--- src/rtl/tthbif_cfg_ctrl_if.sv ---
// UART byte interface between the byte link and tthbif_cfg_ctrl.
// master: UART side; slave: the configuration controller.
interface tthbif_cfg_ctrl_if;
  logic       rx_data_valid_i;
  logic [7:0] rx_data_i;
  logic       tx_data_ready_i;
  logic       tx_data_valid_o;
  logic [7:0] tx_data_o;

  modport master (
    output rx_data_valid_i,
    output rx_data_i,
    output tx_data_ready_i,
    input  tx_data_valid_o,
    input  tx_data_o
  );

  modport slave (
    input  rx_data_valid_i,
    input  rx_data_i,
    input  tx_data_ready_i,
    output tx_data_valid_o,
    output tx_data_o
  );
endinterface

--- src/rtl/tthbif_cfg_ctrl.sv ---
// UART byte command decoder for the tthbif per-lane tap-select registers.
// Optional TTHBIF_CFG_READBACK_EN builds the read-back mux.
module tthbif_cfg_ctrl #(
  parameter int NUM_LANES      = 1,
  parameter int NUM_FLOP_TAP   = 4,
  parameter int NUM_COMB_TAP   = 4,
  parameter int TIMEOUT_CYCLES = 1024,
  localparam int FW = (NUM_FLOP_TAP > 1) ? $clog2(NUM_FLOP_TAP) : 1,
  localparam int CW = (NUM_COMB_TAP > 1) ? $clog2(NUM_COMB_TAP) : 1
) (
  input  logic                    clk_i,
  input  logic                    rst_ni,
  input  logic                    en_i,
  tthbif_cfg_ctrl_if.slave        uart,
  output logic [NUM_LANES*FW-1:0] rx_flop_tap_sel_o,
  output logic [NUM_LANES*CW-1:0] rx_comb_tap_sel_o,
  output logic [NUM_LANES*FW-1:0] tx_flop_tap_sel_o,
  output logic [NUM_LANES*CW-1:0] tx_comb_tap_sel_o,
  output logic                    overrun_o
);

  localparam int TW = (TIMEOUT_CYCLES > 1) ?
                      $clog2(TIMEOUT_CYCLES) : 1;
  localparam logic [FW-1:0] FMAX = FW'(NUM_FLOP_TAP - 1);
  localparam logic [CW-1:0] CMAX = CW'(NUM_COMB_TAP - 1);
  localparam logic [7:0] RSP_OK  = 8'h5A;
  localparam logic [7:0] RSP_ERR = 8'hEE;

  typedef enum logic [1:0] {
    IDLE = 2'd0,
    DATA = 2'd1,
    RESP = 2'd2
  } state_e;

  state_e state_q, state_d;

  logic [6:0]    hdr_q, hdr_d;
  logic [TW-1:0] cnt_q, cnt_d;
  logic [7:0]    txd_q, txd_d;
  logic          ovr_q, ovr_d;

  logic [NUM_LANES*FW-1:0] rxf_q, rxf_d;
  logic [NUM_LANES*CW-1:0] rxc_q, rxc_d;
  logic [NUM_LANES*FW-1:0] txf_q, txf_d;
  logic [NUM_LANES*CW-1:0] txc_q, txc_d;

  logic [FW-1:0] fsat;
  logic [CW-1:0] csat;
  logic          lane_ok;
  logic          tmo;
  logic [7:0]    rd_resp;

  // Saturate incoming data to the field's tap range.
  always_comb begin
    fsat = uart.rx_data_i[FW-1:0];
    csat = uart.rx_data_i[CW-1:0];
    if (int'(fsat) > NUM_FLOP_TAP - 1) fsat = FMAX;
    if (int'(csat) > NUM_COMB_TAP - 1) csat = CMAX;
  end

  // Latched-lane range check and data-byte timeout detect.
  always_comb begin
    lane_ok = int'(hdr_q[4:0]) < NUM_LANES;
    tmo     = (TIMEOUT_CYCLES != 0) &&
              (cnt_q == TW'(TIMEOUT_CYCLES - 1));
  end

`ifdef TTHBIF_CFG_READBACK_EN
  // Read-back mux addressed straight from the incoming header.
  always_comb begin
    rd_resp = RSP_ERR;
    for (int i = 0; i < NUM_LANES; i++) begin
      if (uart.rx_data_i[4:0] == i[4:0]) begin
        case (uart.rx_data_i[6:5])
          2'b00:   rd_resp = 8'(rxf_q[i*FW +: FW]);
          2'b01:   rd_resp = 8'(rxc_q[i*CW +: CW]);
          2'b10:   rd_resp = 8'(txf_q[i*FW +: FW]);
          default: rd_resp = 8'(txc_q[i*CW +: CW]);
        endcase
      end
    end
  end
`else
  assign rd_resp = RSP_ERR;
`endif

  // Command FSM: next state, register writes, response byte.
  always_comb begin
    state_d = state_q;
    hdr_d   = hdr_q;
    cnt_d   = cnt_q;
    txd_d   = txd_q;
    ovr_d   = ovr_q;
    rxf_d   = rxf_q;
    rxc_d   = rxc_q;
    txf_d   = txf_q;
    txc_d   = txc_q;
    if (!en_i) begin
      state_d = IDLE;
    end else begin
      unique case (state_q)
        IDLE: begin
          if (uart.rx_data_valid_i) begin
            if (uart.rx_data_i[7]) begin
              state_d = DATA;
              hdr_d   = uart.rx_data_i[6:0];
              cnt_d   = '0;
            end else begin
              state_d = RESP;
              txd_d   = rd_resp;
            end
          end
        end
        DATA: begin
          if (uart.rx_data_valid_i) begin
            state_d = RESP;
            txd_d   = lane_ok ? RSP_OK : RSP_ERR;
            for (int i = 0; i < NUM_LANES; i++) begin
              if (hdr_q[4:0] == i[4:0]) begin
                case (hdr_q[6:5])
                  2'b00:   rxf_d[i*FW +: FW] = fsat;
                  2'b01:   rxc_d[i*CW +: CW] = csat;
                  2'b10:   txf_d[i*FW +: FW] = fsat;
                  default: txc_d[i*CW +: CW] = csat;
                endcase
              end
            end
          end else if (tmo) begin
            state_d = IDLE;
          end else begin
            cnt_d = cnt_q + TW'(1);
          end
        end
        RESP: begin
          if (uart.rx_data_valid_i) ovr_d = 1'b1;
          if (uart.tx_data_ready_i) state_d = IDLE;
        end
        default: state_d = IDLE;
      endcase
    end
  end

  // State and register-file flops.
  always_ff @(posedge clk_i or negedge rst_ni) begin
    if (!rst_ni) begin
      state_q <= IDLE;
      hdr_q   <= '0;
      cnt_q   <= '0;
      txd_q   <= '0;
      ovr_q   <= 1'b0;
      rxf_q   <= {NUM_LANES{FMAX}};
      rxc_q   <= {NUM_LANES{CMAX}};
      txf_q   <= {NUM_LANES{FMAX}};
      txc_q   <= {NUM_LANES{CMAX}};
    end else begin
      state_q <= state_d;
      hdr_q   <= hdr_d;
      cnt_q   <= cnt_d;
      txd_q   <= txd_d;
      ovr_q   <= ovr_d;
      rxf_q   <= rxf_d;
      rxc_q   <= rxc_d;
      txf_q   <= txf_d;
      txc_q   <= txc_d;
    end
  end

  assign uart.tx_data_valid_o = (state_q == RESP);
  assign uart.tx_data_o       = txd_q;
  assign rx_flop_tap_sel_o    = rxf_q;
  assign rx_comb_tap_sel_o    = rxc_q;
  assign tx_flop_tap_sel_o    = txf_q;
  assign tx_comb_tap_sel_o    = txc_q;
  assign overrun_o            = ovr_q;

endmodule

--- src/flat_wrapper.sv ---
// flat-port wrapper written by rule: the top's interface ports become plain ports
module tthbif_cfg_ctrl_flat 
#(
  parameter int NUM_LANES      = 1,
  parameter int NUM_FLOP_TAP   = 4,
  parameter int NUM_COMB_TAP   = 4,
  parameter int TIMEOUT_CYCLES = 1024,
  localparam int FW = (NUM_FLOP_TAP > 1) ? $clog2(NUM_FLOP_TAP) : 1,
  localparam int CW = (NUM_COMB_TAP > 1) ? $clog2(NUM_COMB_TAP) : 1
)
  (clk_i, rst_ni, en_i, rx_flop_tap_sel_o, rx_comb_tap_sel_o, tx_flop_tap_sel_o, tx_comb_tap_sel_o, overrun_o, uart_rx_data_valid_i, uart_rx_data_i, uart_tx_data_ready_i, uart_tx_data_valid_o, uart_tx_data_o);
  tthbif_cfg_ctrl_if uart_i ();
  input  logic clk_i;
  input  logic rst_ni;
  input  logic en_i;
  output logic [NUM_LANES*FW-1:0] rx_flop_tap_sel_o;
  output logic [NUM_LANES*CW-1:0] rx_comb_tap_sel_o;
  output logic [NUM_LANES*FW-1:0] tx_flop_tap_sel_o;
  output logic [NUM_LANES*CW-1:0] tx_comb_tap_sel_o;
  output logic overrun_o;
  input wire logic [$bits(uart_i.rx_data_valid_i)-1:0] uart_rx_data_valid_i;
  input wire logic [$bits(uart_i.rx_data_i)-1:0] uart_rx_data_i;
  input wire logic [$bits(uart_i.tx_data_ready_i)-1:0] uart_tx_data_ready_i;
  output wire logic [$bits(uart_i.tx_data_valid_o)-1:0] uart_tx_data_valid_o;
  output wire logic [$bits(uart_i.tx_data_o)-1:0] uart_tx_data_o;
  assign uart_i.rx_data_valid_i = uart_rx_data_valid_i;
  assign uart_i.rx_data_i = uart_rx_data_i;
  assign uart_i.tx_data_ready_i = uart_tx_data_ready_i;
  assign uart_tx_data_valid_o = uart_i.tx_data_valid_o;
  assign uart_tx_data_o = uart_i.tx_data_o;
  tthbif_cfg_ctrl #(.NUM_LANES(NUM_LANES), .NUM_FLOP_TAP(NUM_FLOP_TAP), .NUM_COMB_TAP(NUM_COMB_TAP), .TIMEOUT_CYCLES(TIMEOUT_CYCLES)) u_core (.clk_i(clk_i), .rst_ni(rst_ni), .en_i(en_i), .uart(uart_i), .rx_flop_tap_sel_o(rx_flop_tap_sel_o), .rx_comb_tap_sel_o(rx_comb_tap_sel_o), .tx_flop_tap_sel_o(tx_flop_tap_sel_o), .tx_comb_tap_sel_o(tx_comb_tap_sel_o), .overrun_o(overrun_o));
endmodule
--- config.mk ---
export PLATFORM = sky130hd
export DESIGN_NAME = tthbif_cfg_ctrl_flat
export DESIGN_NICKNAME = d
export VERILOG_FILES = /design/src/rtl/tthbif_cfg_ctrl_if.sv /design/src/rtl/tthbif_cfg_ctrl.sv /design/src/flat_wrapper.sv
export SDC_FILE = /design/constraint.sdc
export NUM_CORES = 1
export LEC_CHECK = 0
export BUFFER_PORTS_ARGS = -buffer_cell sky130_fd_sc_hd__clkbuf_2
export CAP_MARGIN = 20
export CORE_MARGIN = 4
export CORE_UTILIZATION = 48
export DETAILED_ROUTE_END_ITERATION = 10
export PLACE_DENSITY = 0.76
export SKIP_CTS_REPAIR_TIMING = 1
export SLEW_MARGIN = 20
export SYNTH_ARGS = -nofsm -noshare
export SYNTH_HDL_FRONTEND = slang
export SYNTH_SLANG_ARGS = --single-unit
export TNS_END_PERCENT = 10
--- constraint.sdc ---
create_clock -name clk_i -period 2 [get_ports clk_i]
set_clock_uncertainty 0.15 [all_clocks]
set_input_delay 0.3 -clock clk_i [delete_from_list [all_inputs] [get_ports clk_i]]
set_output_delay 0.3 -clock clk_i [all_outputs]
set_load 0.05 [all_outputs]
# Yosys cells after proc, flatten, opt, wreduce, memory -nomap -nowiden
# Index checks and enable logic that the tools add are counted.
# totals
register_bits,36
latchBits,0
ram_bits,0
rom_bits,0
input_bits,13
elab_cells,57
mem_count,0
# op_classes
addsub,1
multipliers,0
n_div,0
n_lt_le_gt_ge,1
n_eq_ne,14
shifts,0
n_mux,17
bitwise,1
n_reduce_logical,14
# op_table
cell,n
two-way mux 10 bit,4
two-way mux 8 bit,4
AND reduction 5 bit,5
case mux 10 bit (2 select lines),1
case mux 8 bit (2 select lines),1
two-way mux 2 bit,6
inequality test 2 bit (second input constant),6
adder 10 x 1 -> 10 bit (second input constant),1
equality test 10 bit (second input constant),1
inequality test 3 bit (second input constant),2
case mux 2 bit (3 select lines),1
AND reduction 3 bit,2
AND reduction 6 bit,1
logical NOT 5 bit,1
< comparator 5 x 1 -> 1 bit (second input constant),1
equality test 2 x 1 -> 1 bit (second input constant),2
equality test 2 bit (second input constant),2
logical NOT 2 bit,2
inequality test 4 x 3 -> 1 bit (second input constant),1
AND reduction 4 bit,1
OR reduction 3 bit,1
nonzero test 2 bit,1
inverter 1 bit,1

# Logic depth before layout (Yosys ltp)
# Gate-level depths: netlist of the first run.
# depth
depth_word,5
mapped_depth,6
mapped_depth_nobuf,5

# Worst setup path after synthesis of the first run
# OpenSTA, ideal clock, no wires.
# synth_path
kind,reg-to-reg
startpoint,reg u_core.cnt_q[0]
endpoint,reg u_core.cnt_q[4]
setup_time_ns,0.133
t_arrival_ns,1.621
required_time_ns,1.717
path_slack_ns,0.096
path_stages_with_launch,7
synth_period_minus_slack_ns,1.904
path_cell_list,dfrtp_1 -> ha_1 -> nand3_1 -> nor3_1 -> a2111oi_2 -> buf_2 -> a31oi_1
# synth_between
elab_chain_cells,4
elab_cells_between_ends,7
classes_between,1 x add/sub; 2 x eq/ne; 3 x mux; 1 x reduce/logical
# synth_lines
element,line,source
"start, declared",tthbif_cfg_ctrl.sv:38,"logic [TW-1:0] cnt_q, cnt_d;"
"start signal, assigned",tthbif_cfg_ctrl.sv:158,cnt_q <= cnt_d;
adder 10 x 1 -> 10 bit,tthbif_cfg_ctrl.sv:131,cnt_d = cnt_q + TW'(1);
two-way mux 10 bit,tthbif_cfg_ctrl.sv:128,end else if (tmo) begin
two-way mux 10 bit,tthbif_cfg_ctrl.sv:115,if (uart.rx_data_valid_i) begin
case mux 10 bit (2 select lines),tthbif_cfg_ctrl.sv:101,unique case (state_q)
# Parallel ways exist; a longest one is shown, timed or not. The select of a mux whose other input is x is not followed.
# A chain may end at the register's enable or synchronous reset.

# Worst setup path in the final report of the first run
# layout_path
startpoint,reg u_core.hdr_q[3]
endpoint,reg u_core.txf_q[1] (netlist: u_core.tx_flop_tap_sel_o[1])
# layout_between
elab_chain_cells,2
# layout_lines
element,line,source
"start, declared",tthbif_cfg_ctrl.sv:37,"logic [6:0] hdr_q, hdr_d;"
"start signal, assigned",tthbif_cfg_ctrl.sv:157,hdr_q <= hdr_d;
logical NOT 5 bit,tthbif_cfg_ctrl.sv:119,if (hdr_q[4:0] == i[4:0]) begin
AND reduction 5 bit (no source line),n/a,
"end signal, assigned",tthbif_cfg_ctrl.sv:153,txf_q <= {NUM_LANES{FMAX}};
"end signal, assigned",tthbif_cfg_ctrl.sv:163,txf_q <= txf_d;
"end, declared",tthbif_cfg_ctrl.sv:44,"logic [NUM_LANES*FW-1:0] txf_q, txf_d;"
# No other way between the ends.

==> qor.yml, run 1 <==
clock_tree:
  cts.sinks: 31
  clk_path_buf_depth: 2
  root_buffer: "clkbuf_4"
  cts_buffers: 5
  h-tree-depth: 2
  cts_tree: "yes"
  clk_pin_slew_worst_paths_ns: 0.10
  clk_latency_ns: 0.33
power_and_ir_drop:
  p_leak_nw: 0.818
  clkPwrFrac: 0.258
  peakVddDrop_mv: 0.474
  p_sw_mw: 0.451
  p_int_mw: 1.01
  p_seq_frac: 0.548
  combPwrFrac: 0.194
  switching_share: 0.310
  power.density_nw_per_um2: 823
die:
  die-area_sq_um: 4090
  start_util: 0.496
  die_h_um: 64.0
  coreArea_sq_um: 3030
  num_rows: 20
  io_pins: 31
  die-width_um: 64.0
placement:
  numPortBuffers: 29
  dp_hpwl_mm: 2.25
  numPlacedInstances: 202
  place_congestion: 0.868
logic_synthesis:
  synth-edff-count: 0
  syn_avg_cell_area_sq_um: 11.6
  syn_area_sq_um: 1500
  syn-num-nets: 144
  syn-instance-count: 130
  async_reset_ff_frac: 1.00
  yosys-top-cells-area: "dfrtp_1 38%, dfstp_2 14%, mux2_2 10%"
  synth_top_area_cell: "dfrtp_1"
  ys_ff_latch: 31
  ys_seq_area_frac: 0.523
  synth_common_cells: "23 x dfrtp_1, 14 x mux2_2, 12 x nand2_1"
  synth.most_common_cell: "dfrtp_1"
  synth_ff_type: "dfrtp_1"
  synth_top_area_share: 0.383
  ys_types: 35
  synth_warnings: 0
grt:
  antenna_found_initial: 0
  grt_pass1_wl_mm: 5.35
  grt_usage: 0.169
  grt_max_degree: 32
  grt_overflow_total: 0
  grt_pass1_vias: 1200
finish:
  area.growth.synth_to_final_pct: 17.8
  stdcell_count: 211
  antenna_cells: 0
  fillers: 242
  num-nets-final: 180
  drive_gt1_frac: 0.431
timing:
  fin_tns_setup_ns: 0
  slew_headroom: 0.506
  rsz0062_at_grt: "true"
  setup_viol: 0
  final_max_slew_viol_count: 0
  layout_min_cycle_time_ns: 1.88
  finalCritPeriodShare: 0.942
  worst_slew_pin_slew_ns: 0.742
  fmax_ghz: 0.531
  hold_viol: 0
critical_path:
  cp.required_ns: 2.12
  crit_arrival_ns: 2.00
  r2r_end: "u_core.tx_flop_tap_sel_o[1]"
  reg2reg_depth: 4
  end_kind: "register"
  start_kind: "register"
  crit_type: "register to register"
  regToRegStartpoint: "u_core.hdr_q[3]"
  ff2ff_setup_slack_ns: 0.12
  critPathMaxFanout: 6
routing:
  wl_per_cell_um: 14.4
  wl_mm: 3.05
  drc: 0
  ant_nets: 0
  vias: 1125
  drt-pass1-iter-count: 4
  routed_via_density: 5.33
  drt_iter0_drc: 94
status:
  status: "completed"
worst_hold_path:
  holdPathStages: 2
  hold_path_end: "u_core.state_q[1]"
  hp-start: "uart_tx_data_ready_i"
  min_path_type: "primary input to register"
job:
  drv_cap: 0
==> power groups by stage <==
| stage | clock network (mW) | logic, mW | registers, mW |
|---|---|---|---|
| floorplan | 0 | 0.150 | 0.834 |
| global placement | 0 | 0.268 | 0.797 |
| finish | 0.376 | 0.282 | 0.798 |
| CTS | 0.389 | 0.286 | 0.795 |
| global route | 0.427 | 0.310 | 0.810 |
| detailed placement | 0 | 0.282 | 0.807 |
==> layer usage <==
| metal | GRT usage | vias up | wire length, um |
|---|---|---|---|
| li1 | - | 542 | - |
| met5 | 0 | - | 0 |
| met1 | 0.191 | 543 | 1300 |
| met3 | 0.0598 | 7 | 152 |
| met2 | 0.292 | 33 | 1550 |
| met4 | 0.0593 | 0 | 40 |
==> cell families after synthesis <==
family                   synth area share
AND/OR/NAND/NOR                     0.181
buffers and inverters              0.0491
multiplexers                        0.138
other                             0.00250
adder cells (fa/ha/maj)           0.00833
flip-flops                          0.523
AO/OA/AOI/OAI                      0.0983
==> worst max path at each step <==
stage	cells after the start	to	slack [ns]	start
2_1_floorplan	6	u_core.cnt_q[4]	0.1	u_core.cnt_q[0]
6_report	4	u_core.tx_flop_tap_sel_o[1]	0.12	u_core.hdr_q[3]
5_1_grt	5	u_core.cnt_q[1]	-0.01	u_core.state_q[0]
3_3_place_gp	4	u_core.tx_flop_tap_sel_o[1]	0.19	u_core.hdr_q[3]
3_5_place_dp	4	u_core.tx_flop_tap_sel_o[1]	0.13	u_core.state_q[0]
4_1_cts	4	u_core.tx_flop_tap_sel_o[1]	0.12	u_core.hdr_q[3]
==> layout make-up <==
cell class | instances | area, sq um | area share
clock buffers | 7 | 55.1 | 0.0311
clock inverters | 1 | 5.00 | 0.00283
inverters | 7 | 26.3 | 0.0148
multi-input cells | 85 | 643 | 0.363
flip-flops and latches | 31 | 786 | 0.444
well taps | 44 | 55.1 | 0.0311
repair buffers | 36 | 200 | 0.113
==> layout by cell type (no fill, tap or decap), types with 5 or more instances in the layout <==
| master | count |
|---|---|
| mux2_2 | 14 |
| o21ai_0 | 5 |
| dfrtp_1 | 23 |
| buf_4 | 6 |
| nand2_1 | 12 |
| clkbuf_2 | 29 |
| a31oi_1 | 8 |
| dfstp_2 | 8 |
| nor2_1 | 5 |
| clkbuf_4 | 5 |
| inv_1 | 7 |
==> state kept, by name, indices dropped and copies added, names as in the netlist <==
name and cells:
u_core.hdr_q 7, u_core.tx_flop_tap_sel_o 2, u_core.overrun_o 1, u_core.uart.tx_data_o 3, u_core.rx_flop_tap_sel_o 2, u_core.rx_comb_tap_sel_o 2, u_core.tx_comb_tap_sel_o 2, u_core.cnt_q 10
u_core.state_q 2
==> critical path, stage by stage, from the launching register on <==
cell and delay, ns:
dfrtp_1 0.41, nor4b_4 0.28, nand4_2 0.22, nor3b_1 0.37, mux2_2 0.38
==> stage by stage <==
stage	utilization	instance area (sq um)	hold slack, ns	worst slack (ns)	total power [mW]
finish	0.585	1770	0.00778	0.116	1.46
detailed placement	0.562	1700	0.252	0.131	1.09
global route	0.585	1770	0.0104	-0.0120	1.55
CTS	0.581	1760	-0.123	0.118	1.47
floorplan	-	1500	-0.146	0.0959	0.984
global placement	0.562	1700	0.240	0.189	1.07
(Power assumes the default switching activity.)
==> run 2: changes to the inputs <==
CTS_BUF_LIST = sky130_fd_sc_hd__clkbuf_16   (was not set)
SLEW_MARGIN = not set   (was 20)
==> run 2 against run 1 <==
The flow now finishes with violations (hold timing); die area unchanged; routed wire length is 0.53% higher; non-clock buffer count decreased by 1; critical path depth stayed put; power up 22%; clock power up 84%; global-route usage up 0.28 points; worst hold slack worse by 0.071 ns; critical path type unchanged; via count rose by 1.9%; final area rose by 3.8%; first-iteration DRC count increased by 7.4%.
==> qor.yml, run 2 (synthesis gave the netlist of run 1 again) <==
grt:
  grt_usage: 0.171  # +0.00275
  grt_pass1_wl_mm: 5.40  # +1.0%
  grt_pass1_vias: 1220  # +1.7%
  grt_max_degree: 32  # unchanged
  antenna_found_initial: 0  # unchanged
  grt_overflow_total: 0  # unchanged
timing:
  hold_ws_ns: -0.0630  # -0.0708 ns
  worst_slew_pin_slew_ns: 0.745  # +0.00309 ns
  fmax_ghz: 0.535  # +0.80%
  slew_headroom: 0.504  # -0.00206
  layout_min_cycle_time_ns: 1.87  # -0.0150 ns
  rsz0062_at_grt: "true"
  fin_ws_ns: 0.131  # +0.0150 ns
  hold_viol: 23  # +23
  setup_viol: 0  # unchanged
  final_max_slew_viol_count: 0  # unchanged
  finalCritPeriodShare: 0.935  # -0.00749
critical_path:
  cp.required_ns: 2.05  # -0.07 ns
  r2r_end: "u_core.tx_flop_tap_sel_o[1]"
  regToRegStartpoint: "u_core.hdr_q[3]"
  ff2ff_setup_slack_ns: 0.13  # about the same
  end_kind: "register"
  start_kind: "register"
  critPathMaxFanout: 6  # unchanged
  crit_type: "register to register"
  crit_arrival_ns: 1.92  # -0.08 ns
  reg2reg_depth: 4  # unchanged
status:
  status: "finished, violations left"
  violations: "hold timing"
power_and_ir_drop:
  p_leak_nw: 0.851  # +4.0%
  combPwrFrac: 0.158  # -0.036
  power.density_nw_per_um2: 964  # +17%
  switching_share: 0.275  # -0.0346
  p_seq_frac: 0.452  # -0.096
  power_mw: 1.77  # +22%
  p_sw_mw: 0.487  # +8.0%
  peakVddDrop_mv: 0.602  # +27%
  clkPwrFrac: 0.390  # +0.132
  p_int_mw: 1.28  # +28%
placement:
  dp_hpwl_mm: 2.25  # unchanged
  dp_slack_ns: 0.131  # unchanged
  numPortBuffers: 29  # unchanged
  place_congestion: 0.868  # unchanged
die:
  num_rows: 20  # unchanged
  coreArea_sq_um: 3030  # unchanged
  start_util: 0.496  # unchanged
  die_h_um: 64.0  # unchanged
  die-width_um: 64.0  # unchanged
  io_pins: 31  # unchanged
  die-area_sq_um: 4090  # unchanged
routing:
  drt-pass1-iter-count: 4  # unchanged
  vias: 1146  # +1.9%
  drc: 0  # unchanged
  ant_nets: 0  # unchanged
  wl_mm: 3.06  # +0.53%
  drt_iter0_drc: 101  # +7.4%
  routed_via_density: 5.46  # +2.4%
  wl_per_cell_um: 14.6  # +1.0%
clock_tree:
  clk_pin_slew_worst_paths_ns: 0.05  # -0.05 ns
  cts.sinks: 31  # unchanged
  root_buffer: "clkbuf_16"
  clk_path_buf_depth: 2  # unchanged
  cts_tree: "yes"
  clk_latency_ns: 0.27  # -0.06 ns
  h-tree-depth: 2  # unchanged
  cts_buffers: 5  # unchanged
finish:
  ff_latch_area_sq_um: 786  # unchanged
  largest_register: "u_core.cnt_q"
  fillers: 232  # -4.1%
  utilization: 0.607  # +0.0223
  area.growth.synth_to_final_pct: 22.3
  multi_input_area_sq_um: 643  # unchanged
  largest_reg_flops: 10  # unchanged
  drive_gt1_frac: 0.428  # -0.00343
  layout_commonest_cell: "clkbuf_2"
  layout_common_cells: "29 x clkbuf_2, 23 x dfrtp_1, 14 x mux2_2"
  num-nets-final: 179  # -0.56%
  antenna_cells: 0  # unchanged
worst_hold_path:
  min_path_type: "primary input to asynchronous set/reset pin"
job:
  drv_cap: 0  # unchanged
## run 2: cell types whose count changed in the layout (fill, tap and decap cells not counted), sizes merged
| cell | before | now |
|---|---|---|
| inv | 7 | 8 |
| clkbuf | 36 | 34 |
| clkinv | 1 | 2 |
| dlygate4sd3 | 1 | 0 |
## run 2: critical path, stage by stage, from the launching register on
cell	delay (ns)
dfrtp_1	0.40
nor4b_4	0.28
nand4_2	0.21
nor3b_1	0.36
mux2_2	0.38
## run 2: layout make-up
class                      count  share of cell area
sequential                    31               0.428
multi-input combinational     85               0.350
timing repair buffer          35               0.103
clock buffer                   5              0.0681
tap                           44              0.0300
inverter                       7              0.0143
clock inverter                 3             0.00681
## run 2: through the flow
step                      cells  instance area [sq um]  setup TNS [ns]  hold WS [ns]
after floorplan             130                   1500               0        -0.146
after global placement      202                   1700               0         0.240
after detailed placement    202                   1700               0         0.252
after CTS                   210                   1840               0       -0.0343
after global routing        210                   1840       -0.000461       0.00583
final                       210                   1840               0       -0.0630
## run 2: power groups by stage
stage	Sequential [mW]	Combinational [mW]	Clock [mW]
finish	0.800	0.280	0.691
global route	0.812	0.306	0.747
CTS	0.799	0.284	0.707
detailed placement	0.807	0.282	0
global placement	0.797	0.268	0
floorplan	0.834	0.150	0
## run 2: worst max-delay path by stage
| stage | start | endpoint | slack, ns | cells after the start |
|---|---|---|---|---|
| finish | u_core.hdr_q[3] | u_core.tx_flop_tap_sel_o[1] | 0.13 | 4 |
| CTS | u_core.hdr_q[3] | u_core.tx_flop_tap_sel_o[1] | 0.12 | 4 |
| detailed placement | u_core.state_q[0] | u_core.tx_flop_tap_sel_o[1] | 0.13 | 4 |
| global route | u_core.state_q[0] | u_core.cnt_q[1] | -0.0005 | 5 |
| global placement | u_core.hdr_q[3] | u_core.tx_flop_tap_sel_o[1] | 0.19 | 4 |
| floorplan | u_core.cnt_q[0] | u_core.cnt_q[4] | 0.1 | 6 |
## run 2: routing by layer
layer,share of wire,vias to the layer above,GRT usage
li1,-,537,-
met1,0.42,569,0.195
met2,0.52,33,0.284
met3,0.043,7,0.0633
met4,0.022,0,0.0809
met5,0,-,0
==> run 3: changes to the inputs <==
CORE_UTILIZATION = 49   (was 48)
PLACE_DENSITY = 0.75   (was 0.76)
clock period = 2.2 ns   (was 2 ns; I/O delays follow)
==> run 3 against run 2 <==
The flow still finishes with violations (hold timing); cell count shrank 8.1%; sequential power shrank 8.1%; flip-flop and latch count is the same; count of clock-buffer cells in the layout is the same; routed wire length shrank 5.0%; clock power shrank 8.1%; largest cell class unchanged; setup slack gained 0.062 ns; sequential share of layout area grew 1.1 points; highest routed layer unchanged.
==> qor.yml, run 3 (synthesis gave the netlist of run 1 again) <==
status:
  status: "finished, violations left"
  violations: "hold timing"
timing:
  setup_viol: 0  # unchanged
  layout_min_cycle_time_ns: 2.01  # +0.138 ns
  slew_headroom: 0.501  # -0.00218
  fin_tns_setup_ns: 0  # unchanged
  finalCritPeriodShare: 0.912  # -0.0224
  hold_viol: 23  # unchanged
  worst_slew_pin_slew_ns: 0.748  # +0.00327 ns
  hold_ws_ns: -0.0354  # +0.0276 ns
  final_max_slew_viol_count: 0  # unchanged
  fmax_ghz: 0.498  # -6.9%
  fin_ws_ns: 0.193  # +0.0623 ns
  rsz0062_at_grt: "false"
clock_tree:
  cts_buffers: 5  # unchanged
  h-tree-depth: 2  # unchanged
  clk_latency_ns: 0.27  # about the same
  root_buffer: "clkbuf_16"
  clk_path_buf_depth: 2  # unchanged
  cts_tree: "yes"
  cts.sinks: 31  # unchanged
  clk_pin_slew_worst_paths_ns: 0.05  # about the same
finish:
  antenna_cells: 0  # unchanged
  num-nets-final: 175  # -2.2%
  largest_register: "u_core.cnt_q"
  layout_common_cells: "29 x clkbuf_2, 23 x dfrtp_1, 14 x mux2_2"
  drive_gt1_frac: 0.414  # -0.0141
  largest_reg_flops: 10  # unchanged
  area.growth.synth_to_final_pct: 19.2
  utilization: 0.628  # +0.0210
  stdcell_count: 193  # -8.1%
  final_area_sq_um: 1790  # -2.5%
  layout_commonest_cell: "clkbuf_2"
placement:
  numPlacedInstances: 185  # -8.4%
  dp_slack_ns: 0.213  # +0.0815 ns
  numPortBuffers: 29  # unchanged
  placed_area_sq_um: 1650  # -2.7%
  dp_hpwl_mm: 2.06  # -8.6%
  place_congestion: 0.856  # -1.4%
critical_path:
  cp.depth: 6  # +2
  crit_chain: "ha_1 > nand3_1 > nor3_1 > a2111oi_2 > buf_4 > mux2i_1"
  worst-path-buf-inv: 1  # +1
  critPathTopFamily: "flip-flops"
  slowest_delay_ns: 0.42  # +0.02 ns
  end_kind: "register"
  crit_type: "register to register"
  start_kind: "register"
  reg2reg_depth: 6  # +2
  cp.required_ns: 2.24  # +0.19 ns
  slowest_stage: "dfrtp_1"
  critPathMaxFanout: 11  # +5
  crit_arrival_ns: 2.05  # +0.13 ns
die:
  coreArea_sq_um: 2850  # -5.8%
  io_pins: 31  # unchanged
  num_rows: 19  # -5.0%
  die-width_um: 63.4  # -0.90%
  die_h_um: 63.4  # -0.90%
  start_util: 0.527  # +0.0305
  die-area_sq_um: 4020  # -1.8%
routing:
  drc: 0  # unchanged
  wl_per_cell_um: 15.1  # +3.3%
  routed_via_density: 5.63  # +3.1%
  vias: 1086  # -5.2%
  drt-pass1-iter-count: 4  # unchanged
  wl_mm: 2.91  # -5.0%
  drt_iter0_drc: 81  # -20%
  ant_nets: 0  # unchanged
job:
  drv_cap: 0  # unchanged
grt:
  grt_pass1_wl_mm: 5.36  # -0.76%
  antenna_found_initial: 0  # unchanged
  grt_pass1_vias: 1177  # -3.5%
  grt_overflow_total: 0  # unchanged
  grt_usage: 0.172  # about the same
  grt_max_degree: 32  # unchanged
power_and_ir_drop:
  peakVddDrop_mv: 0.614  # +1.9%
  power_mw: 1.60  # -9.8%
  power.density_nw_per_um2: 891  # -7.5%
  p_leak_nw: 0.831  # -2.3%
worst_hold_path:
  min_path_type: "primary input to asynchronous set/reset pin"
## run 3: worst reg2reg max path: stages, from the launching register on
cell and delay, ns:
dfrtp_1 0.42, ha_1 0.26, nand3_1 0.19, nor3_1 0.12
a2111oi_2 0.36, buf_4 0.23, mux2i_1 0.20
## run 3: layout make-up
class	count	area [sq um]
Clock buffer	5	125
Clock inverter	3	12.5
Fill cell	222	1060
Inverter	7	26.3
Multi-Input combinational cell	85	643
Sequential cell	31	786
Tap cell	31	38.8
Timing Repair Buffer	31	160
## run 3: worst paths after layout
| check | from | end | slack, ns |
|---|---|---|---|
| min in group clk_i | uart_tx_data_ready_i | u_core.state_q[1] | 0.09 |
| max | u_core.cnt_q[0] | u_core.cnt_q[1] | 0.19 |
| min reg2reg | u_core.overrun_o | u_core.overrun_o | 0.33 |
| max in group asynchronous | rst_ni | u_core.uart.tx_data_o[4] | 1.46 |
| max reg2reg | u_core.cnt_q[0] | u_core.cnt_q[1] | 0.19 |
| min | rst_ni | u_core.cnt_q[4] | -0.04 |
## run 3: metal layers
layer | part of all wire | up-vias | GRT usage
li1 | - | 527 | -
met1 | 0.43 | 526 | 0.195
met2 | 0.50 | 27 | 0.289
met3 | 0.053 | 6 | 0.0604
met4 | 0.018 | 0 | 0.0755
met5 | 0 | - | 0
## run 3: power breakdown
part           internal (mW)  switching, mW
logic                 0.0939          0.132
registers              0.653         0.0828
clock network          0.407          0.228
